--- src/rtl/fifo_uart_tx.sv ---
// rtl/fifo_uart_tx.sv - FIFO-fed UART transmitter with start/data/stop framing
module fifo_uart_tx #(
   parameter int DATA_SIZE    = 8,
   parameter int CLKS_PER_BIT = 868,
   parameter int STOP_BITS    = 1
) (
   input  logic                 CLK,
   input  logic                 RESET_N,
   input  logic                 tx_en,
   input  logic                 fifo_empty,
   input  logic [DATA_SIZE-1:0] fifo_rd_data,
   output logic                 rd_from_fifo,
   output logic                 tx,
   output logic                 tx_busy,
   output logic                 tx_done,
   output logic [15:0]          frame_count
);

   localparam int BAUD_W = (CLKS_PER_BIT > 1) ? $clog2(CLKS_PER_BIT) : 1;
   localparam int BIT_W  = (DATA_SIZE > 1) ? $clog2(DATA_SIZE) : 1;
   localparam logic [BAUD_W-1:0] BAUD_LAST = BAUD_W'(CLKS_PER_BIT - 1);
   localparam logic [BIT_W-1:0]  BIT_LAST  = BIT_W'(DATA_SIZE - 1);
   localparam logic              ONE_STOP  = (STOP_BITS == 1);

   typedef enum logic [1:0] {IDLE, START, DATA, STOP} state_t;

   state_t               state_q, state_d;
   logic [BAUD_W-1:0]    baud_q, baud_d;
   logic [BIT_W-1:0]     bit_q, bit_d;
   logic                 stop_q, stop_d;
   logic [DATA_SIZE-1:0] shift_q, shift_d;
   logic                 tx_q, tx_d;
   logic [15:0]          frame_q, frame_d;

   logic bit_end;
   logic frame_end;
   logic start_ok;

   // Frame boundaries and the start condition are pure decodes of registered state
   assign bit_end   = (baud_q == BAUD_LAST);
   assign frame_end = (state_q == STOP) && bit_end && (ONE_STOP || stop_q);
   assign start_ok  = RESET_N && tx_en && !fifo_empty &&
                      ((state_q == IDLE) || frame_end);

   assign rd_from_fifo = start_ok;
   assign tx           = tx_q;
   assign tx_busy      = (state_q != IDLE);
   assign tx_done      = frame_end;
   assign frame_count  = frame_q;

   // Next-state logic: walk start bit, LSB-first data bits, then stop bit(s)
   always_comb begin
      state_d = state_q;
      baud_d  = baud_q;
      bit_d   = bit_q;
      stop_d  = stop_q;
      shift_d = shift_q;
      tx_d    = tx_q;
      frame_d = frame_q;
      case (state_q)
         IDLE: begin
            tx_d = 1'b1;
            if (start_ok) begin
               shift_d = fifo_rd_data;
               baud_d  = '0;
               bit_d   = '0;
               tx_d    = 1'b0;
               state_d = START;
            end
         end
         START: begin
            if (bit_end) begin
               baud_d  = '0;
               bit_d   = '0;
               tx_d    = shift_q[0];
               shift_d = shift_q >> 1;
               state_d = DATA;
            end else begin
               baud_d = baud_q + BAUD_W'(1);
            end
         end
         DATA: begin
            if (bit_end) begin
               baud_d = '0;
               if (bit_q == BIT_LAST) begin
                  tx_d    = 1'b1;
                  stop_d  = 1'b0;
                  state_d = STOP;
               end else begin
                  bit_d   = bit_q + BIT_W'(1);
                  tx_d    = shift_q[0];
                  shift_d = shift_q >> 1;
               end
            end else begin
               baud_d = baud_q + BAUD_W'(1);
            end
         end
         STOP: begin
            if (bit_end) begin
               baud_d = '0;
               if (frame_end) begin
                  frame_d = frame_q + 16'd1;
                  // A waiting word starts its start bit with no idle gap
                  if (start_ok) begin
                     shift_d = fifo_rd_data;
                     bit_d   = '0;
                     tx_d    = 1'b0;
                     state_d = START;
                  end else begin
                     tx_d    = 1'b1;
                     state_d = IDLE;
                  end
               end else begin
                  stop_d = 1'b1;
               end
            end else begin
               baud_d = baud_q + BAUD_W'(1);
            end
         end
         default: begin
            tx_d    = 1'b1;
            state_d = IDLE;
         end
      endcase
   end

   // State register; reset abandons any frame in flight
   always_ff @(posedge CLK) begin
      if (!RESET_N) begin
         state_q <= IDLE;
         baud_q  <= '0;
         bit_q   <= '0;
         stop_q  <= 1'b0;
         shift_q <= '0;
         tx_q    <= 1'b1;
         frame_q <= 16'd0;
      end else begin
         state_q <= state_d;
         baud_q  <= baud_d;
         bit_q   <= bit_d;
         stop_q  <= stop_d;
         shift_q <= shift_d;
         tx_q    <= tx_d;
         frame_q <= frame_d;
      end
   end

endmodule

--- config.mk ---
export PLATFORM = sky130hd
export DESIGN_NAME = fifo_uart_tx
export DESIGN_NICKNAME = d
export VERILOG_FILES = /design/src/rtl/fifo_uart_tx.sv
export SDC_FILE = /design/constraint.sdc
export NUM_CORES = 1
export LEC_CHECK = 0
export ABC_AREA = 1
export CAP_MARGIN = 5
export CORE_AREA = 5 5 77 79
export CTS_BUF_LIST = sky130_fd_sc_hd__clkbuf_8 sky130_fd_sc_hd__clkbuf_16
export CTS_CLUSTER_DIAMETER = 150
export CTS_CLUSTER_SIZE = 8
export DETAILED_ROUTE_END_ITERATION = 6
export DIE_AREA = 0 0 82 84
export HOLD_SLACK_MARGIN = 0.02
export PLACE_DENSITY = 0.77
export SLEW_MARGIN = 20
export SYNTH_ARGS = -nofsm -noshare
export SYNTH_HDL_FRONTEND = slang
export SYNTH_SLANG_ARGS = --single-unit
--- constraint.sdc ---
create_clock -name CLK -period 1.7 [get_ports CLK]
set_input_delay 0.34 -clock CLK [delete_from_list [all_inputs] [get_ports CLK]]
set_output_delay 0.34 -clock CLK [all_outputs]
set_load 0.01 [all_outputs]
==> metrics.md <==
| Metric | Value |
|---|---|
| Failing checks | negative setup slack |
| Hold WC Path Type | reg -> reg |
| Most common cell after layout, fill and taps aside | nand2_1 |
| Critical path's slowest cell | dfxtp_2 |
| Residual DRC | 0 |
| WP data arrival | ~1.4 ns |
| FMAX | a little under 0.6 GHz |
| Total Power | roughly 4.2 mW |
| Die X | 82 µm |
| Mapped cell area | between 2000 and 2500 µm² |
| Worst-path fanout max | 3 |
| Vias in the first global route | approximately 2.2k |
| Root Buffer | clkbuf_8 |
| Syn. warnings | 0 |
| Initial Util | around 43% |
| Leak pwr | roughly 1.4 nW |
| Critical path endpoint category | primary output |
| Worst EP required | between 1 and 1.5 ns |
| Layout cell share with drive strength beyond 1 | between 20% and 30% |
| Largest family of logic cells by synthesized area | simple AND/OR/NAND/NOR gates |
| Pin count of the biggest net entering global routing | 23 |
| Simple-gate share of the synthesized area | 38.0% |
| Synthesized net count | between 300 and 400 |
| NumNets Final | between 400 and 500 |
| Compound-cell area share of the yosys netlist | between 10% and 20% |
| P per Cell Area | 1340 nW/µm² |
| Worst Hold Slack | roughly 0.48 ns |
| Synth Register Bits | 40 |
| Max cap viols | 0 |
| Status | finished with violations |
| Worst-path clk slew | roughly 0.080 ns |
| Final Slew Violations | 0 |
| RSZ-0062 raised after global routing | yes |
| Most frequent cells in the layout | nand2_1, nor2_1, buf_4, dfxtp_1, inv_1 |
| Setup ws final | -0.0268 ns |
| Setup CP Type | reg -> out |
| Post-synthesis mux area share | 0% |
| Routed len/inst | ~11 µm |
| Die ar. | 6890 µm² |
| Die Span Y | around 84 µm |
| Hold-fix buffers, CTS | 0 |
| Part of the Yosys area used for sequential elements | 35.6% |
| Total grt overflow | 0 |
| Detailed Place HPWL | approximately 4100 µm |
| Peak supply drop | approximately 1.2 mV |
| Period utilisation layout | 102% |
| Avg Inst Size Synth | 6.69 µm² |
| # IOs | 32 |
| Initial antenna violation count | 0 |
| Clk_lat worst skew | approximately 0.3 ns |
| Fin crit period | ~1.7 ns |
| Clk sink count | 40 |
| First-pass GRT wire length | about 9500 µm |
| TritonCTS clock tree | done |
| P&R area growth vs syn | 39.4% |
| Via count | 2363 |
| CP cell instances | ha_4 -> nand2_4 -> nor2_4 -> nand4_1 -> nor2_2 -> buf_2 |
| Clk buf depth | 2 |
| Post-synthesis xor/xnor area fraction | roughly 2.3% |
| Slew @ Worst Pin | between 0.2 and 0.25 ns |
| I/O Buffers | 31 |
| Netlist cell types | 32 |
| Vias per Instance | slightly below 5 |
| Tot GR Track Use | between 10% and 20% |
| Area of the core region | 5270 µm² |
| Post-Synth Adder-Cell Area | between 4 and 5% |
| Skew final | approximately 0.0063 ns |
| TritonRoute pass-1 iters | 4 |
| Crit-path max cell delay | 0.36 ns |
| Antenna-violating nets left | 0 |
| Final wirelength | 5560 µm |
| Final setup fails | 6 |
| Htree depth | 2 |
| Post-synthesis instance total | 336 |
| Row cnt | 27 |
| Headroom to the max-slew limit | between 80% and 90% |
| Initial DRC Count | approximately 150 |
| CTS Buf Count | 5 |
| GP Congestion | 0.901 |
| N_diodes | 0 |
| Startpoint types | register |
| Final hold vios | 0 |
-- worst paths after layout --
check                  from         end  slack, ns  cells past startpoint
setup / recovery  baud_q[0]     tx_done      -0.03                      6
hold / removal     bit_q[1]    bit_q[1]       0.48                      2
setup reg to reg  baud_q[0]  shift_q[5]      -0.02                     13
hold reg to reg    bit_q[1]    bit_q[1]       0.48                      2
-- stage by stage --
stage / setup TNS [ns] / instance area (µm²) / std cells / utilization [%] / worst slack, ns
finish: -0.0866 / 3130 / 485 / 59.5 / -0.0268
global route: -1.00 / 3130 / 485 / 59.5 / -0.102
CTS: -0.140 / 3080 / 483 / 58.5 / -0.0835
detailed placement: -1.90 / 2900 / 472 / 55.1 / -0.390
global placement: -1.64 / 2900 / 472 / 55.1 / -0.389
floorplan: 0 / 2250 / 336 / - / 0.109
-- timing repair --
item / in CTS / in global routing
setup endpoints to repair: 10 / 27
buffers inserted: 3 / 1
pin swaps: 6 / 8
resized for setup: 23 / 14
gates cloned: 0 / 1
-- flip-flops by register name, summed over array words and instances (netlist names) --
name	flops
baud_q	10
frame_count	16
state_q	2
bit_q	3
shift_q	8
tx	1
-- layout make-up --
cell class,instances,area [µm²]
clock inverters,2,38.8
flip-flops and latches,40,808
repair buffers,73,627
clock buffers,6,82.6
well taps,72,90.1
multi-input cells,253,1340
fillers,498,2140
inverters,39,149
-- kinds of logic after synthesis --
logic type	after synthesis
flip-flops	40
adder cells (fa/ha/maj)	8
AO/OA/AOI/OAI	50
XOR/XNOR	6
AND/OR/NAND/NOR	188
buffers and inverters	44
-- worst max-delay path: cells and delay by family (launching register included) --
family	cells	cell delay, ns
flip-flops	1	0.36
buffers and inverters	1	0.15
adder cells (fa/ha/maj)	1	0.15
AND/OR/NAND/NOR	4	0.43
-- layer usage --
metal	routed length (µm)	GRT usage, %
met4	91	5.74
met5	0	0
met1	2470	20.6
met3	200	3.56
met2	2800	29.6
-- synth_stat cells, drive strengths merged --
cell type / instances / area share [%]
o21a: 1 / 0.33
a22oi: 1 / 0.33
nor3: 8 / 1.8
buf: 2 / 0.83
nand3: 22 / 5.1
clkinv: 1 / 0.17
dfxtp: 40 / 36
o21bai: 1 / 0.33
clkbuf: 3 / 0.50
xnor2: 1 / 0.39
ha: 8 / 4.5
o31ai: 1 / 0.33
xor2: 5 / 1.9
nand4: 6 / 2.3
o22ai: 1 / 0.28
nand2: 91 / 17
nor2: 58 / 11
o21ai: 19 / 4.2
inv: 38 / 6.3
a21oi: 25 / 5.6
a211oi: 1 / 0.33
and3: 3 / 0.83
-- power breakdown --
| part | internal, mW | switching, mW |
|---|---|---|
| Clock | 0.480 | 0.349 |
| Sequential | 1.13 | 0.0911 |
| Combinational | 0.853 | 1.28 |
| Total | 2.46 | 1.72 |
(Power assumes the default switching activity.)
